### src/rtl/program_loader_pkg.sv
// Shared types and constants for program_loader.
// Defining PROGRAM_LOADER_CHECKSUM_EN adds the CHECK state.
package program_loader_pkg;

    localparam int          BYTE_W    = 8;
    localparam logic [31:0] HALT_WORD = 32'hFFFF_FFFF;

    typedef enum logic [2:0] {
        ST_IDLE,
        ST_RECV,
        ST_WRITE,
        ST_DONE,
        ST_ERROR
`ifdef PROGRAM_LOADER_CHECKSUM_EN
        ,
        ST_CHECK
`endif
    } state_e;

endpackage

### src/rtl/program_loader_if.sv
// Link between the loader FSM (master) and its byte assembler (slave).
interface program_loader_if #(
    parameter int LEN = 32
);
    logic [program_loader_pkg::BYTE_W-1:0] byte_data;
    logic                                  byte_en;
    logic                                  clear;
    logic [LEN-1:0]                        word;
    logic                                  word_done;

    modport master (
        output byte_data, byte_en, clear,
        input  word, word_done
    );

    modport slave (
        input  byte_data, byte_en, clear,
        output word, word_done
    );
endinterface

### src/rtl/byte_assembler.sv
// Shifts accepted bytes into a big-endian word and strobes on the fourth byte.
module byte_assembler
    import program_loader_pkg::*;
#(
    parameter int LEN = 32
) (
    input logic            i_clk,
    input logic            i_rst,
    program_loader_if.slave bus
);

    logic [LEN-1:0] shift_q, shift_d;
    logic [1:0]     count_q, count_d;

    // NOTE: every always_comb output is given a default first so no latch is inferred.
    always_comb begin
        shift_d = shift_q;
        count_d = count_q;
        if (bus.clear) begin
            shift_d = '0;
            count_d = '0;
        end else if (bus.byte_en) begin
            shift_d = {shift_q[LEN-BYTE_W-1:0], bus.byte_data};
            count_d = count_q + 2'd1;
        end
    end

    always_ff @(posedge i_clk) begin
        if (i_rst) begin
            shift_q <= '0;
            count_q <= '0;
        end else begin
            shift_q <= shift_d;
            count_q <= count_d;
        end
    end

    assign bus.word      = {shift_q[LEN-BYTE_W-1:0], bus.byte_data};
    assign bus.word_done = bus.byte_en && (count_q == 2'd3);

endmodule

### src/rtl/program_loader.sv
// Loads big-endian program words from a byte stream into program memory.
// Optional PROGRAM_LOADER_CHECKSUM_EN: trailing XOR checksum byte after HALT.
module program_loader
    import program_loader_pkg::*;
#(
    parameter int LEN               = 32,
    parameter int RAM_DEPTH_PROGRAM = 2048,
    parameter int ADDR_W            = $clog2(RAM_DEPTH_PROGRAM)
) (
    input  logic              i_clk,
    input  logic              i_rst,
    input  logic              i_start,
    input  logic [BYTE_W-1:0] i_rx_data,
    input  logic              i_rx_valid,
    output logic [ADDR_W-1:0] o_addr,
    output logic [LEN-1:0]    o_data,
    output logic              o_wea,
    output logic              o_busy,
    output logic              o_done,
    output logic              o_error,
    output logic [ADDR_W:0]   o_word_count
);

    program_loader_if #(.LEN(LEN)) asm_bus ();

    state_e            state_q;
    logic [ADDR_W:0]   count_q;
    logic [ADDR_W-1:0] addr_q;
    logic [LEN-1:0]    data_q;
    logic              wea_q, busy_q, done_q, error_q;
    logic              session_start, accepting;
`ifdef PROGRAM_LOADER_CHECKSUM_EN
    logic [BYTE_W-1:0] csum_q;
`endif

    assign session_start     = i_start && (state_q inside {ST_IDLE, ST_DONE, ST_ERROR});
    assign accepting         = (state_q == ST_RECV) || (state_q == ST_WRITE);
    assign asm_bus.byte_data = i_rx_data;
    assign asm_bus.byte_en   = i_rx_valid && accepting;
    assign asm_bus.clear     = session_start;

    byte_assembler #(.LEN(LEN)) u_byte_assembler (
        .i_clk (i_clk),
        .i_rst (i_rst),
        .bus   (asm_bus)
    );

    // NOTE: state is updated with non-blocking assignments only; reset is synchronous.
    always_ff @(posedge i_clk) begin
        if (i_rst) begin
            state_q <= ST_IDLE;
            count_q <= '0;
            addr_q  <= '0;
            data_q  <= '0;
            wea_q   <= 1'b0;
            busy_q  <= 1'b0;
            done_q  <= 1'b0;
            error_q <= 1'b0;
`ifdef PROGRAM_LOADER_CHECKSUM_EN
            csum_q  <= '0;
`endif
        end else begin
            wea_q <= 1'b0;
`ifdef PROGRAM_LOADER_CHECKSUM_EN
            if (asm_bus.byte_en) csum_q <= csum_q ^ i_rx_data;
`endif
            case (state_q)
                ST_IDLE, ST_DONE, ST_ERROR: begin
                    if (i_start) begin
                        state_q <= ST_RECV;
                        count_q <= '0;
                        busy_q  <= 1'b1;
                        done_q  <= 1'b0;
                        error_q <= 1'b0;
`ifdef PROGRAM_LOADER_CHECKSUM_EN
                        csum_q  <= '0;
`endif
                    end
                end
                ST_RECV: begin
                    if (asm_bus.word_done) begin
                        // A full memory means the completed word is dropped, not written.
                        if (count_q == (ADDR_W+1)'(RAM_DEPTH_PROGRAM)) begin
                            state_q <= ST_ERROR;
                            busy_q  <= 1'b0;
                            error_q <= 1'b1;
                        end else begin
                            state_q <= ST_WRITE;
                            wea_q   <= 1'b1;
                            addr_q  <= count_q[ADDR_W-1:0];
                            data_q  <= asm_bus.word;
                        end
                    end
                end
                ST_WRITE: begin
                    count_q <= count_q + (ADDR_W+1)'(1);
                    if (data_q == LEN'(HALT_WORD)) begin
`ifdef PROGRAM_LOADER_CHECKSUM_EN
                        state_q <= ST_CHECK;
`else
                        state_q <= ST_DONE;
                        busy_q  <= 1'b0;
                        done_q  <= 1'b1;
`endif
                    end else begin
                        state_q <= ST_RECV;
                    end
                end
`ifdef PROGRAM_LOADER_CHECKSUM_EN
                ST_CHECK: begin
                    if (i_rx_valid) begin
                        busy_q <= 1'b0;
                        if (i_rx_data == csum_q) begin
                            state_q <= ST_DONE;
                            done_q  <= 1'b1;
                        end else begin
                            state_q <= ST_ERROR;
                            error_q <= 1'b1;
                        end
                    end
                end
`endif
                default: state_q <= ST_IDLE;
            endcase
        end
    end

    // Reset suppresses a write even when it lands on the WRITE cycle.
    assign o_wea        = wea_q && !i_rst;
    assign o_addr       = addr_q;
    assign o_data       = data_q;
    assign o_busy       = busy_q;
    assign o_done       = done_q;
    assign o_error      = error_q;
    assign o_word_count = count_q;

endmodule

### config.mk
export PLATFORM = sky130hd
export DESIGN_NAME = program_loader
export DESIGN_NICKNAME = d
export VERILOG_FILES = /design/src/rtl/program_loader_pkg.sv /design/src/rtl/program_loader_if.sv /design/src/rtl/byte_assembler.sv /design/src/rtl/program_loader.sv
export SDC_FILE = /design/constraint.sdc
export NUM_CORES = 1
export LEC_CHECK = 0
export ABC_AREA = 1
export CELL_PAD_IN_SITES_DETAIL_PLACEMENT = 0
export CELL_PAD_IN_SITES_GLOBAL_PLACEMENT = 1
export CORE_MARGIN = 2
export CORE_UTILIZATION = 38
export DETAILED_ROUTE_END_ITERATION = 12
export PLACE_DENSITY = 0.84
export SLEW_MARGIN = 10
export SYNTH_ARGS = -nofsm -noshare
export SYNTH_HDL_FRONTEND = slang
export SYNTH_SLANG_ARGS = --single-unit
### constraint.sdc
create_clock -name i_clk -period 2 [get_ports i_clk]
set_clock_uncertainty 0.15 [all_clocks]
set_input_delay 0.3 -clock i_clk [delete_from_list [all_inputs] [get_ports i_clk]]
set_output_delay 0.3 -clock i_clk [all_outputs]
set_load 0.01 [all_outputs]
==> summary.txt <==
GRT
  • Pin count of the biggest net entering global routing: 52
  • First-pass GRT wire length: 13600 µm
  • Vias in the first global route: 2847
  • Total track usage: 0.167
  • Initial antenna violation count: 0
  • Total grt overflow: 0

Clocking
  • CTS tree: yes
  • Post-CTS Setup Repair Bufs: 0
  • Total CTS buffers: 9
  • H-Tree Depth: 3
  • Clk pin slew, worst setup/hold paths: 90 ps
  • CTS Buffer Depth: 2
  • TritonCTS sink count: 88
  • Cts hold-fix bufs: 0
  • Clk_lat worst skew: 360 ps
  • CTS root buffer: clkbuf_8

Logic synthesis
  • Post-synth top area share: 0.484
  • Async SR Flop Fraction: 0
  • Area leader, netlist: dfxtp_1
  • Commonest cells post-synth: dfxtp_1, nor2_1, nand2_1
  • Netlist cell types: 29
  • Most used DFF post-synth: dfxtp_1
  • Count of state elements after synthesis: 88
  • Synth Cell Area: 0.00364 mm²
  • Post-synth EDFFs: 0
  • Synth top area cells: dfxtp_1, nor2_1, a21oi_2, nand2_1, inv_1
  • Syn_area_per_cell: 8.04 µm²
  • Mapped Cells: 453
  • Synth warnings: 0
  • Syn_nets: 468
  • Top-count cell post-synth: dfxtp_1
  • Sequential fraction of the synthesis area: 0.484

Power
  • Tot Pwr: 4.12 mW
  • Pwr dens: 872 mW/mm²
  • IR drop worst, VDD: 0.367 mV
  • Leakage: 1.70 nW

Drt
  • Detail Route Antenna Nets: 0
  • Post-Route WL: 8570 µm
  • Via Count: 3147
  • DRT Pass-1 Iters: 4
  • Drt drc: 0
  • Wire length per cell: 13.0 µm
  • Vias per inst: 4.79
  • First DRT Iteration DRCs: 110

Setup path
  • Worst setup EP type: output port
  • CP Max Fanout: 2
  • Crit path max-delay family: buffers and inverters
  • Max incr delay on CP: 540 ps
  • CP Data Required Time: 1550 ps
  • Critical path startpoint: i_rst
  • Slowest CP cell: clkdlybuf4s50_1
  • Kind of critical path: primary input to output port
  • Crit path launch type: primary input
  • Worst r2r src: state_q[1]
  • CP Cell Sequence: clkdlybuf4s50_1 -> nor2_1 -> clkdlybuf4s50_1
  • Buffers and inverters on the worst path: 2
  • Worst EP arrival: 1440 ps
  • CP most frequent cell: clkdlybuf4s50_1

Status
  • Status: finished clean

Timing
  • Relative slew margins: 0.800
  • Worst-Margin Slew: 300 ps
  • Final Cycle Share: 0.943
  • Setup_tns: 0 ps
  • Final hold violations: 0
  • Final setup fails: 0
  • Unrepaired setup endpoints after global routing: false
  • Max Fclk: 530 MHz
  • Max Slew Vio Count: 0
  • Minimum clock period: 1890 ps

Floorplanning
  • Initial core utilization: 0.392
  • Core area: 0.00928 mm²
  • I/O pin total: 71
  • Die area: 0.0104 mm²
  • Core Rows: 35
  • Die H: 102 µm
  • Die W: 102 µm

Min path
  • Worst Hold Launch: o_error
  • Min-delay worst type: register to register

Cells and area
  • Synthesis-to-layout area growth: 29.8%
  • Number of diodes: 0
  • Filler cells: 916
  • Post-route design area: 0.00472 mm²
  • Layout cells sized above 1: 0.129
  • Layout Nets: 538

Flow run
  • Max_cap viols: 0

Placement
  • Placed Area: 0.00448 mm²
  • # port buffers: 70
  • GP Congestion: 0.819
  • DP HPWL: 5810 µm
## flip-flops by register name (all words and copies together) (netlist names)
| signal | cells |
|---|---|
| u_byte_assembler.count_q | 2 |
| state_q | 3 |
| o_done | 1 |
| o_data | 32 |
| o_error | 1 |
| o_busy | 1 |
| u_byte_assembler.shift_q | 24 |
| o_addr | 11 |
| wea_q | 1 |
| o_word_count | 12 |
## report_power, final
| group | internal, mW | switching (mW) | leakage, nW |
|---|---|---|---|
| combinational | 0.310 | 0.562 | 0.882 |
| sequential | 1.88 | 0.0678 | 0.711 |
| clock | 0.606 | 0.690 | 0.104 |
| total | 2.80 | 1.32 | 1.70 |
## worst register-to-register path, stage by stage, from the launching register on
cell,delay [ps]
dfxtp_2,380
inv_2,60
nor2_2,100
nand2_2,130
nand2_2,130
nand2_4,70
inv_2,60
nand2_2,80
nor2_8,210
clkbuf_16,240
o21ai_1,90
a21oi_2,100
## cells in the final DEF, fill, tap and decap left out, types with 2 or more instances in the layout
cell type        netlist  final
nand4_1                2      2
inv_6                  0      2
a31oi_1                2      2
inv_1                 50     50
a211oi_1              24     24
a21oi_2               28     28
nand2_1               59     58
clkdlybuf4s50_1        0     70
dfxtp_1               88     87
a21oi_1               28     28
nor2_1                68     68
inv_2                  3      3
o21ai_1               35     35
ha_1                   3      3
o21ai_0               18     18
inv_8                  0      2
nand2_2                4      5
nand3_1                8      8
buf_4                  1      4
clkbuf_8               0      9
buf_12                 2      5
nor3_1                 4      4
## metrics by stage
step	hold slack [ps]	utilization	setup WS, ps	cells
after CTS	312	0.505	41.9	656
after global placement	292	0.483	111	640
final	309	0.509	115	657
after floorplan	285	-	152	453
after global routing	330	0.509	18.0	657
after detailed placement	299	0.483	91.8	640
## what timing repair did
item / 4_1_cts / 5_1_grt
gates resized for setup: 0 / 3
hold endpoints to repair: 0 / 0
setup endpoints to repair: 0 / 32
## final timing paths
path | endpoint | slack (ps) | cells after the start
setup / recovery | o_wea | 110 | 3
hold / removal | o_error | 310 | 2
setup reg to reg | o_data[11] | 160 | 11
hold reg to reg | o_error | 310 | 2
## layout make-up
cell class	count	area, µm²	share of cell area
sequential	88	1760	0.373
multi-input combinational	290	1520	0.323
timing repair buffer	81	867	0.184
inverter	53	199	0.0421
tap	129	161	0.0342
clock buffer	9	124	0.0262
clock inverter	7	86.3	0.0183
## per-layer routing
layer,vias to the layer above,global-route usage,share of wire
li1,1633,-,-
met1,1433,0.226,0.49
met2,77,0.263,0.45
met3,4,0.0410,0.051
met4,0,0.0554,0.0073
met5,-,0,0
## cell families after synthesis
| group | share of synthesized area |
|---|---|
| and+or+nand+nor | 0.170 |
| AOI/OAI and AO/OA | 0.238 |
| DFF | 0.484 |
| buffers and inverters | 0.0983 |
| adders and majority gates | 0.0103 |
Power figures use the tool's default switching activity.
